## src/rtl/bidir_piso_tx.sv

```systemverilog
// Parallel-in serial-out transmitter with selectable bit order and a hold stall.
// Latency 1 from the handshake edge to the first bit. hold freezes the frame, and the next word is accepted only in IDLE.
module bidir_piso_tx #(
    parameter int WIDTH = 4
) (
    input  logic             clk,
    input  logic             reset,
    input  logic             load_valid,
    output logic             load_ready,
    input  logic [WIDTH-1:0] par_in,
    input  logic             dir,
    input  logic             hold,
    output logic             ser_out,
    output logic             ser_valid,
    output logic             busy,
    output logic             done
);
    localparam int CW = $clog2(WIDTH);
    localparam logic [CW-1:0] CNT_PENULT = CW'(WIDTH - 2);

    typedef enum logic {IDLE, SHIFT} state_t;

    state_t           state_q;
    logic [WIDTH-1:0] sreg_q;
    logic [WIDTH-1:0] sreg_d;
    logic             dir_q;
    logic [CW-1:0]    cnt_q;
    logic             load_ready_q;
    logic             busy_q;
    logic             ser_out_q;
    logic             ser_valid_q;
    logic             done_q;
    logic             next_bit;

    // sreg_q always holds the presented bit at its output end, so the next bit sits one position inward.
    always_comb begin
        sreg_d   = dir_q ? {sreg_q[WIDTH-2:0], 1'b0} : {1'b0, sreg_q[WIDTH-1:1]};
        next_bit = dir_q ? sreg_q[WIDTH-2] : sreg_q[1];
    end

    always_ff @(posedge clk) begin
        if (reset) begin
            state_q      <= IDLE;
            sreg_q       <= '0;
            dir_q        <= 1'b0;
            cnt_q        <= '0;
            load_ready_q <= 1'b1;
            busy_q       <= 1'b0;
            ser_out_q    <= 1'b0;
            ser_valid_q  <= 1'b0;
            done_q       <= 1'b0;
        end else begin
            case (state_q)
                IDLE: begin
                    if (load_valid) begin
                        state_q      <= SHIFT;
                        sreg_q       <= par_in;
                        dir_q        <= dir;
                        cnt_q        <= '0;
                        load_ready_q <= 1'b0;
                        busy_q       <= 1'b1;
                        ser_out_q    <= dir ? par_in[WIDTH-1] : par_in[0];
                        ser_valid_q  <= 1'b1;
                        done_q       <= 1'b0;
                    end else begin
                        load_ready_q <= 1'b1;
                        busy_q       <= 1'b0;
                        ser_out_q    <= 1'b0;
                        ser_valid_q  <= 1'b0;
                        done_q       <= 1'b0;
                    end
                end
                SHIFT: begin
                    // done_q marks the cycle the last bit was presented, so the frame is complete.
                    if (done_q) begin
                        state_q      <= IDLE;
                        load_ready_q <= 1'b1;
                        busy_q       <= 1'b0;
                        ser_out_q    <= 1'b0;
                        ser_valid_q  <= 1'b0;
                        done_q       <= 1'b0;
                    end else if (hold) begin
                        ser_valid_q  <= 1'b0;
                        done_q       <= 1'b0;
                    end else begin
                        sreg_q       <= sreg_d;
                        cnt_q        <= cnt_q + 1'b1;
                        ser_out_q    <= next_bit;
                        ser_valid_q  <= 1'b1;
                        done_q       <= (cnt_q == CNT_PENULT);
                    end
                end
                default: state_q <= IDLE;
            endcase
        end
    end

    assign load_ready = load_ready_q;
    assign busy       = busy_q;
    assign ser_out    = ser_out_q;
    assign ser_valid  = ser_valid_q;
    assign done       = done_q;
endmodule

```

## config.mk

```make
export PLATFORM = sky130hd
export DESIGN_NAME = bidir_piso_tx
export DESIGN_NICKNAME = d
export VERILOG_FILES = /design/src/rtl/bidir_piso_tx.sv
export SDC_FILE = /design/constraint.sdc
export NUM_CORES = 1
export LEC_CHECK = 0
export BUFFER_PORTS_ARGS = -buffer_cell sky130_fd_sc_hd__buf_2
export CAP_MARGIN = 5
export CORE_AREA = 5 5 42 44
export CTS_BUF_LIST = sky130_fd_sc_hd__clkbuf_4 sky130_fd_sc_hd__clkbuf_8
export CTS_CLUSTER_SIZE = 16
export DETAILED_ROUTE_END_ITERATION = 6
export DIE_AREA = 0 0 47 49
export HOLD_SLACK_MARGIN = 0.06
export PLACE_DENSITY = 0.69
export REMOVE_ABC_BUFFERS = 1
export SLEW_MARGIN = 5
export SYNTH_ARGS = -nofsm -noshare
export SYNTH_HDL_FRONTEND = slang
export SYNTH_SLANG_ARGS = --single-unit
```

## constraint.sdc

```tcl
create_clock -name clk -period 2.11 [get_ports clk]
set_input_delay 0.211 -clock clk [delete_from_list [all_inputs] [get_ports clk]]
set_output_delay 0.211 -clock clk [all_outputs]
set_load 0.005 [all_outputs]
```

Word level (Yosys, flattened, before mapping)
Cells that the tools add are included.

Register bits: 13. Latch bits: 0. Bits in writable memories: 0. Memory bits (read-only): 0. Bits of input ports: 9. Output and inout port bits: 5. Word-level logic and storage cells: 48. Memories kept: 0.

$add $sub $neg: 1. Multipliers: 0. Div/mod/pow operators: 0. Magnitude comparators: 0. Equal/unequal tests: 6. Shift-type cells: 0. Mux-type cells: 29. Bitwise gates (word level): 1. Reduce and logical (&&, ||, !) cells: 2.

Operators by type and width (count): 4-bit two-way mux (4); 1-bit two-way mux (14); 1-bit one-hot mux with 2 select lines (6); 4-bit one-hot mux with 2 select lines (1); 2-bit two-way mux (3); 2-bit inequality test (second input constant) (3); 2-bit one-hot mux with 2 select lines (1); 3-bit by 2-bit inequality test with 1-bit output (second input constant) (1); 3-bit AND reduction (1); 2-bit by 1-bit adder with 2-bit output (second input constant) (1); 2-bit == test (second input constant) (1); 2-bit by 1-bit inequality test with 1-bit output (second input constant) (1); 2-bit AND reduction (1); 1-bit NOT (1).

Longest topological paths before layout
Gate-level depths: netlist (run 1).

Depth after elaboration: 4. Mapped depth: 5. Gate-level depth less buffers: 5.

Worst setup path before layout (run 1)
Ideal clock, no wire load.

Path kind: register to register. From: reg done_q, in the netlist done. To: reg sreg_q[0]. Library setup time: 0.132 ns. Data arrival time: 1.135 ns. Data required time: 1.978 ns. Slack: 0.844 ns. Stages on the path, launching flop included: 5. Path buffers: 1. Period minus slack after synthesis: 1.266 ns. Cell sequence: dfxtp_1 or3b_1 buf_2 a221oi_2 nor3_1.

Word-level cells in the longest chain between the ends: 2.

RTL lines: start, declared (RTL line 32) `logic done_q;`; start signal, assigned (RTL line 90) `done_q <= (cnt_q == CNT_PENULT);`; 2-bit inequality test (no source line); 3-bit AND reduction (no source line); end signal, assigned (RTL line 57) `sreg_q <= par_in;`; end signal, assigned (RTL line 86) `sreg_q <= sreg_d;`; end, declared (RTL line 24) `logic [WIDTH-1:0] sreg_q;`.

No other way between the ends. A chain may end at the register's enable or synchronous reset.

Worst setup path in the final report (run 1)
From: reg state_q. To: reg sreg_q[0].

Word-level cells in the longest chain between the ends: 3. Elaborated cells on any way between the ends: 6. Classes of those cells: eq/ne: 3; mux: 1; bitwise: 1; reduce/logical: 1.

RTL lines: start, declared (RTL line 23) `state_t state_q;`; start signal, assigned (RTL line 43) `state_q <= IDLE;`; start signal, assigned (RTL line 56) `state_q <= SHIFT;`; start signal, assigned (RTL line 76) `state_q <= IDLE;`; 1-bit NOT; 2-bit inequality test (no source line); 3-bit AND reduction (no source line).

Several ways; a longest one is shown, not always the timed one.

==> results of run 1 <==
-- worst min-delay path: stages --
cell     delay (ps)
buf_2           110
nand2_1          50
a21oi_1          50
-- power by group --
part           leakage [uW]  internal, uW  switching [uW]
Combinational      0.000167          39.5            39.8
Sequential         0.000107           263            13.8
Clock             0.0000184          86.2            77.6
Total              0.000293           389             131
-- Yosys cell counts (all sizes together) --
master | instances | area [um^2]
o22ai | 2 | 12.51
nand2 | 6 | 22.52
nor3b | 3 | 27.52
dfxtp | 13 | 260.3
o21ai | 1 | 5.000
inv | 2 | 7.510
o21a | 1 | 7.510
and3 | 1 | 6.260
a211oi | 1 | 7.510
and3b | 3 | 26.28
nor2 | 1 | 3.750
nor3 | 4 | 20.02
ha | 1 | 12.51
or3b | 1 | 8.760
a31oi | 1 | 6.260
mux2 | 4 | 45.04
buf | 2 | 10.01
a221oi | 2 | 30.03
nand3 | 3 | 15.01
a21oi | 6 | 30.03
nor2b | 2 | 12.51
nand2b | 2 | 12.51
nor4b | 1 | 8.760
clkbuf | 2 | 7.510
-- registers in the layout, indices dropped and copies added (netlist names) --
register,flops
dir_q,1
done,1
load_ready,1
ser_out,1
state_q,1
busy,1
cnt_q,2
ser_valid,1
sreg_q,4
-- cells by family (layout without fill, tap and decap cells) --
family / after synthesis / count (layout) / synth area share (%)
buffers and inverters: 6 / 19 / 4.133
AO/OA/AOI/OAI: 14 / 14 / 16.32
adder cells (fa/ha/maj): 1 / 1 / 2.066
AND/OR/NAND/NOR: 27 / 27 / 27.06
multiplexers: 4 / 4 / 7.437
flip-flops: 13 / 13 / 42.98
-- metal layers --
| metal | GRT usage, % | share of wire [%] | vias to the layer above |
|---|---|---|---|
| met3 | 4.428 | 8.4 | 2 |
| met4 | 7.373 | 1.1 | 0 |
| li1 | - | - | 260 |
| met5 | 0 | 0 | - |
| met1 | 17.04 | 47 | 236 |
| met2 | 16.74 | 43 | 17 |
-- path summary, 6_finish.rpt --
| path | startpoint | slack [ps] | depth (start not counted) | endpoint |
|---|---|---|---|---|
| worst min-delay path | dir | 190 | 3 | dir_q |
| worst max register to register | state_q | 620 | 3 | sreg_q[0] |
| worst min register to register | load_ready | 450 | 2 | load_ready |
| worst max-delay path | state_q | 620 | 3 | sreg_q[0] |
-- final cells by class --
| cell class | count | area (um^2) |
|---|---|---|
| tap | 16 | 20.02 |
| fill | 146 | 698.2 |
| clock buffer | 4 | 30.03 |
| sequential | 13 | 260.3 |
| timing repair buffer | 13 | 65.06 |
| multi-input combinational | 46 | 320.3 |
| inverter | 2 | 7.507 |
-- metrics by stage --
step	std cells	hold slack (ps)	area (um^2)	worst slack (ps)
2_1_floorplan	61	280.1	588.1	785.9
3_3_place_gp	90	430.6	673.1	696.7
3_5_place_dp	90	434.9	673.1	630.3
4_1_cts	94	180.6	703.2	611.5
5_1_grt	94	192.5	703.2	528.1
6_report	94	187.1	703.2	619.7
-- cells in the final DEF, fill, tap and decap left out --
master	synthesis	layout
dfxtp_1	13	13
buf_2	2	13
a21oi_1	6	6
nand2_1	6	6
mux2_2	4	4
nor3_1	4	4
clkbuf_4	0	4
nand3_1	3	3
and3b_1	3	3
inv_1	2	2
nand2b_1	2	2
nor2b_1	2	2
nor3b_1	2	2
o22ai_1	2	2
a221oi_2	2	2
o21a_1	1	1
o21ai_0	1	1
a211oi_1	1	1
or3b_1	1	1
nor3b_2	1	1
and3_1	1	1
nor4b_1	1	1
a31oi_1	1	1
nor2_1	1	1
ha_1	1	1
==> metrics.md, run 1 <==
| Metric | Value |
|---|---|
| Worst vdd ir | `0.3736 mV` |
| WL/cell | `13.29 um` |
| Die Area | `2303 um^2` |
| Critical path capture point type | `register` |
| Vias per cell | `5.479` |
| Port Buffers | `13` |
| CP Cell Sequence | `or3b_1 -> a221oi_2 -> nor3_1` |
| P per Cell Area | `739.3 nW/um^2` |
| Crit path DAT | `1650 ps` |
| Antenna violations before repair | `0` |
| DRC | `0` |
| Layout area overhead | `16.12%` |
| Buf+Inv Stages, Crit Path | `0` |
| Layout Utilization | `50.18%` |
| Clock skew | `7.561 ps` |
| YS warnings | `0` |
| FMAX | `0.6710 GHz` |
| Max-slew violation count | `0` |
| Max incr delay on CP | `540 ps` |
| Die Y | `49 um` |
| Worst skew pair latency | `280 ps` |
| Global-route wire length before repair | `2.056 mm` |
| Core area | `1401 um^2` |
| Final period util | `70.63%` |
| Max Root-Sink Buffers | `2` |
| Layout Nets | `89` |
| # setup viols final | `0` |
| Crit start category | `register` |
| Post-CTS sizing | `0` |
| Synth Cell Area | `605.6 um^2` |
| Num CTS Buffers | `3` |
| Final hold vios | `0` |
| WP data required | `2270 ps` |
| Gate Count Post-Synth | `65` |
| Vias in the first global route | `498` |
| Gr usage total | `12.63%` |
| Max FO, Critical Path | `12` |
| Share of cells above drive strength 1 | `30.77%` |
| Post-DP HPWL | `929.3 um` |
| GP Congestion | `0.8397` |
| Total power | `519.9 uW` |
| P_leak | `0.0002929 uW` |
| Avg Inst Size Synth | `9.317 um^2` |
| Type of the worst min-delay path | `input port to register` |
| Starting Density | `43.21%` |
| CTS tree | `built` |
| Setup CP Type | `register to register` |
| Total wire length | `1.249 mm` |
| Die Wd | `47 um` |
| Max-cap viol count | `0` |
| Worst path slowest cell | `or3b_1` |
| Via count | `515` |
| # diodes | `0` |
| Outcome | `completed` |
| FF+latch count, synth | `13` |
| Total grt overflow | `0` |
| Slew headroom | `73.90%` |
| RSZ-0062 raised after global routing | `no` |
| Setup Total Neg Slack | `0 ps` |
| Clk slew on worst S/H paths | `70 ps` |
| Sequential share of the synthesized area | `42.98%` |
| Htree depth | `1` |
| Clk sinks | `13` |
| Clock root cell | `clkbuf_4` |
| Setup bufs post-CTS | `0` |
| Hold_buf cts | `0` |
| Slew @ Worst Pin | `391.5 ps` |
| Pre-Repair DR Iteration Count | `4` |
| Largest net degree at the start of global routing | `13` |
| DRT antenna net count | `0` |
| Period minus WS final | `1490 ps` |
| Top-level I/O count | `14` |
| FP Rows | `14` |
| Distinct cell type count after synthesis | `25` |
| Number of DRC markers in iteration 0 | `11` |
| Crit path max-delay family | `simple AND/OR/NAND/NOR gates` |
(Power assumes the default switching activity.)
==> inputs of run 2 (changes only) <==
==> constraint.sdc (replaced) <==
create_clock -name clk -period 1.53 [get_ports clk]
set_input_delay 0.153 -clock clk [delete_from_list [all_inputs] [get_ports clk]]
set_output_delay 0.153 -clock clk [all_outputs]
set_load 0.005 [all_outputs]
==> metrics.md, run 2 (same netlist as run 1, synthesis figures left out) <==
| Metric | Value |
|---|---|
| GP Congestion | `0.8571 (+2.1%)` |
| Global-route wire length before repair | `2.104 mm (+2.3%)` |
| Clk slew on worst S/H paths | `80 ps (about the same)` |
| Die Y | `49 um (unchanged)` |
| Top-level I/O count | `14 (unchanged)` |
| Post-DP HPWL | `932.3 um (+0.32%)` |
| WP data required | `1700 ps (-570 ps)` |
| Met2 WL | `507 um (-5.9%)` |
| Slew @ Worst Pin | `392.3 ps (+0.7656 ps)` |
| Worst vdd ir | `0.6280 mV (+68%)` |
| Met1 wire length | `613 um (+4.1%)` |
| Setup Total Neg Slack | `0 ps (unchanged)` |
| Period minus WS final | `1345 ps (-145.8 ps)` |
| Top flop regs | `sreg_q x4, cnt_q x2` |
| Buf+Inv Stages, Crit Path | `0 (unchanged)` |
| Pre-Repair DR Iteration Count | `3 (-1)` |
| Crit path max-delay family | `simple AND/OR/NAND/NOR gates` |
| Clk sinks | `13 (unchanged)` |
| Type of the worst min-delay path | `input port to register` |
| Starting Density | `43.21% (unchanged)` |
| DRT antenna net count | `0 (unchanged)` |
| Most frequent cells in the layout | `dfxtp_1 (13), buf_2 (13), a21oi_1 (6), nand2_1 (6)` |
| Vias per cell | `5.358 (-2.2%)` |
| Vias in the first global route | `501 (+0.60%)` |
| Total wire length | `1.244 mm (-0.40%)` |
| Gr usage total | `12.95% (+0.32 points)` |
| Setup WS pre-CTS | `190.3 ps (-440.0 ps)` |
| Setup CP Type | `register to register` |
| Clock skew | `4.374 ps (-3.187 ps)` |
| CTS tree | `built` |
| Max-slew violation count | `0 (unchanged)` |
| Core area | `1401 um^2 (unchanged)` |
| # setup viols final | `0 (unchanged)` |
| P per Cell Area | `1015 nW/um^2 (+37%)` |
| Port Buffers | `13 (unchanged)` |
| Fillcell total | `139 (-4.8%)` |
| Hold_buf cts | `0 (unchanged)` |
| WL/cell | `13.09 um (-1.4%)` |
| Max Root-Sink Buffers | `2 (unchanged)` |
| Non-Filler Instances | `95 (+1.1%)` |
| Slew headroom | `73.85% (about the same)` |
| Crit path DAT | `1510 ps (-140 ps)` |
| Critical path capture point type | `register` |
| CP Cell Sequence | `or3b_1 -> a221oi_2 -> nor3_1` |
| WL met3 | `82 um (-22%)` |
| DRC | `0 (unchanged)` |
| Die Wd | `47 um (unchanged)` |
| Max-cap viol count | `0 (unchanged)` |
| Die Area | `2303 um^2 (unchanged)` |
| Number of flip-flops in the largest register | `4 (unchanged)` |
| Biggest register | `sreg_q` |
| Placed Instances | `91 (+1.1%)` |
| Num CTS Buffers | `3 (unchanged)` |
| # diodes | `0 (unchanged)` |
| Share of cells above drive strength 1 | `31.65% (+0.88 points)` |
| Via count | `509 (-1.2%)` |
| Worst path slowest cell | `or3b_1` |
| Largest net degree at the start of global routing | `12 (-1)` |
| P_leak | `0.0002980 uW (+1.7%)` |
| Number of DRC markers in iteration 0 | `3 (-8)` |
| Post-CTS sizing | `0 (unchanged)` |
| Outcome | `completed` |
| Clock root cell | `clkbuf_4` |
| RSZ-0062 raised after global routing | `no` |
| FP Rows | `14 (unchanged)` |
| Layout Nets | `90 (+1.1%)` |
| Max FO, Critical Path | `8 (-4)` |
| Total grt overflow | `0 (unchanged)` |
| Crit start category | `register` |
| Final period util | `87.88% (+17 points)` |
| Total power | `721.2 uW (+39%)` |
| Setup bufs post-CTS | `0 (unchanged)` |
| Antenna violations before repair | `0 (unchanged)` |
| Final hold vios | `0 (unchanged)` |
| Final setup margin | `185.5 ps (-434.2 ps)` |
| Worst skew pair latency | `280 ps (about the same)` |
| Max Used Layer | `met4` |
| FMAX | `0.7438 GHz (+11%)` |
| Max incr delay on CP | `530 ps (about the same)` |
| Layout area overhead | `17.36%` |
| Htree depth | `1 (unchanged)` |
-- run 2: path summary, 6_finish.rpt --
path / from / end / slack (ps) / depth (start not counted)
setup / recovery: done / sreg_q[0] / 190 / 3
setup reg to reg: done / sreg_q[0] / 190 / 3
hold / removal: dir / dir_q / 130 / 3
hold reg to reg: load_ready / load_ready / 450 / 2
-- run 2: area by class of cell --
| class | count | area (um^2) | area share [%] |
|---|---|---|---|
| inverter | 2 | 7.507 | 1.056 |
| tap | 16 | 20.02 | 2.817 |
| timing repair buffer | 14 | 72.57 | 10.21 |
| sequential | 13 | 260.3 | 36.62 |
| multi-input combinational | 46 | 320.3 | 45.07 |
| clock buffer | 4 | 30.03 | 4.225 |
-- run 2: per-layer routing --
| metal | global-route usage, % | vias to the layer above |
|---|---|---|
| met5 | 0 | - |
| met4 | 9.677 | 0 |
| met3 | 3.321 | 5 |
| met2 | 17.19 | 14 |
| met1 | 17.19 | 225 |
| li1 | - | 265 |
-- run 2: tightest hold or removal path: cells and delay by family --
kind            cells  cell delay, ps
buf+inv             1             100
simple gates        1              50
compound gates      1              50
-- run 2: report_power, final --
part	leakage (uW)	switching [uW]	internal, uW
logic	0.000172	59.2	57.3
registers	0.000107	15.6	363
clock network	0.0000184	108	119
total	0.000298	182	539
-- run 2: per-stage QoR --
step / hold slack [ps] / area [um^2] / utilization (%)
finish: 125.4 / 710.7 / 50.71
global route: 133.2 / 710.7 / 50.71
CTS: 119.9 / 710.7 / 50.71
detailed placement: 417.5 / 680.7 / 48.57
global placement: 414.3 / 680.7 / 48.57
floorplan: 222.1 / 588.1 / -
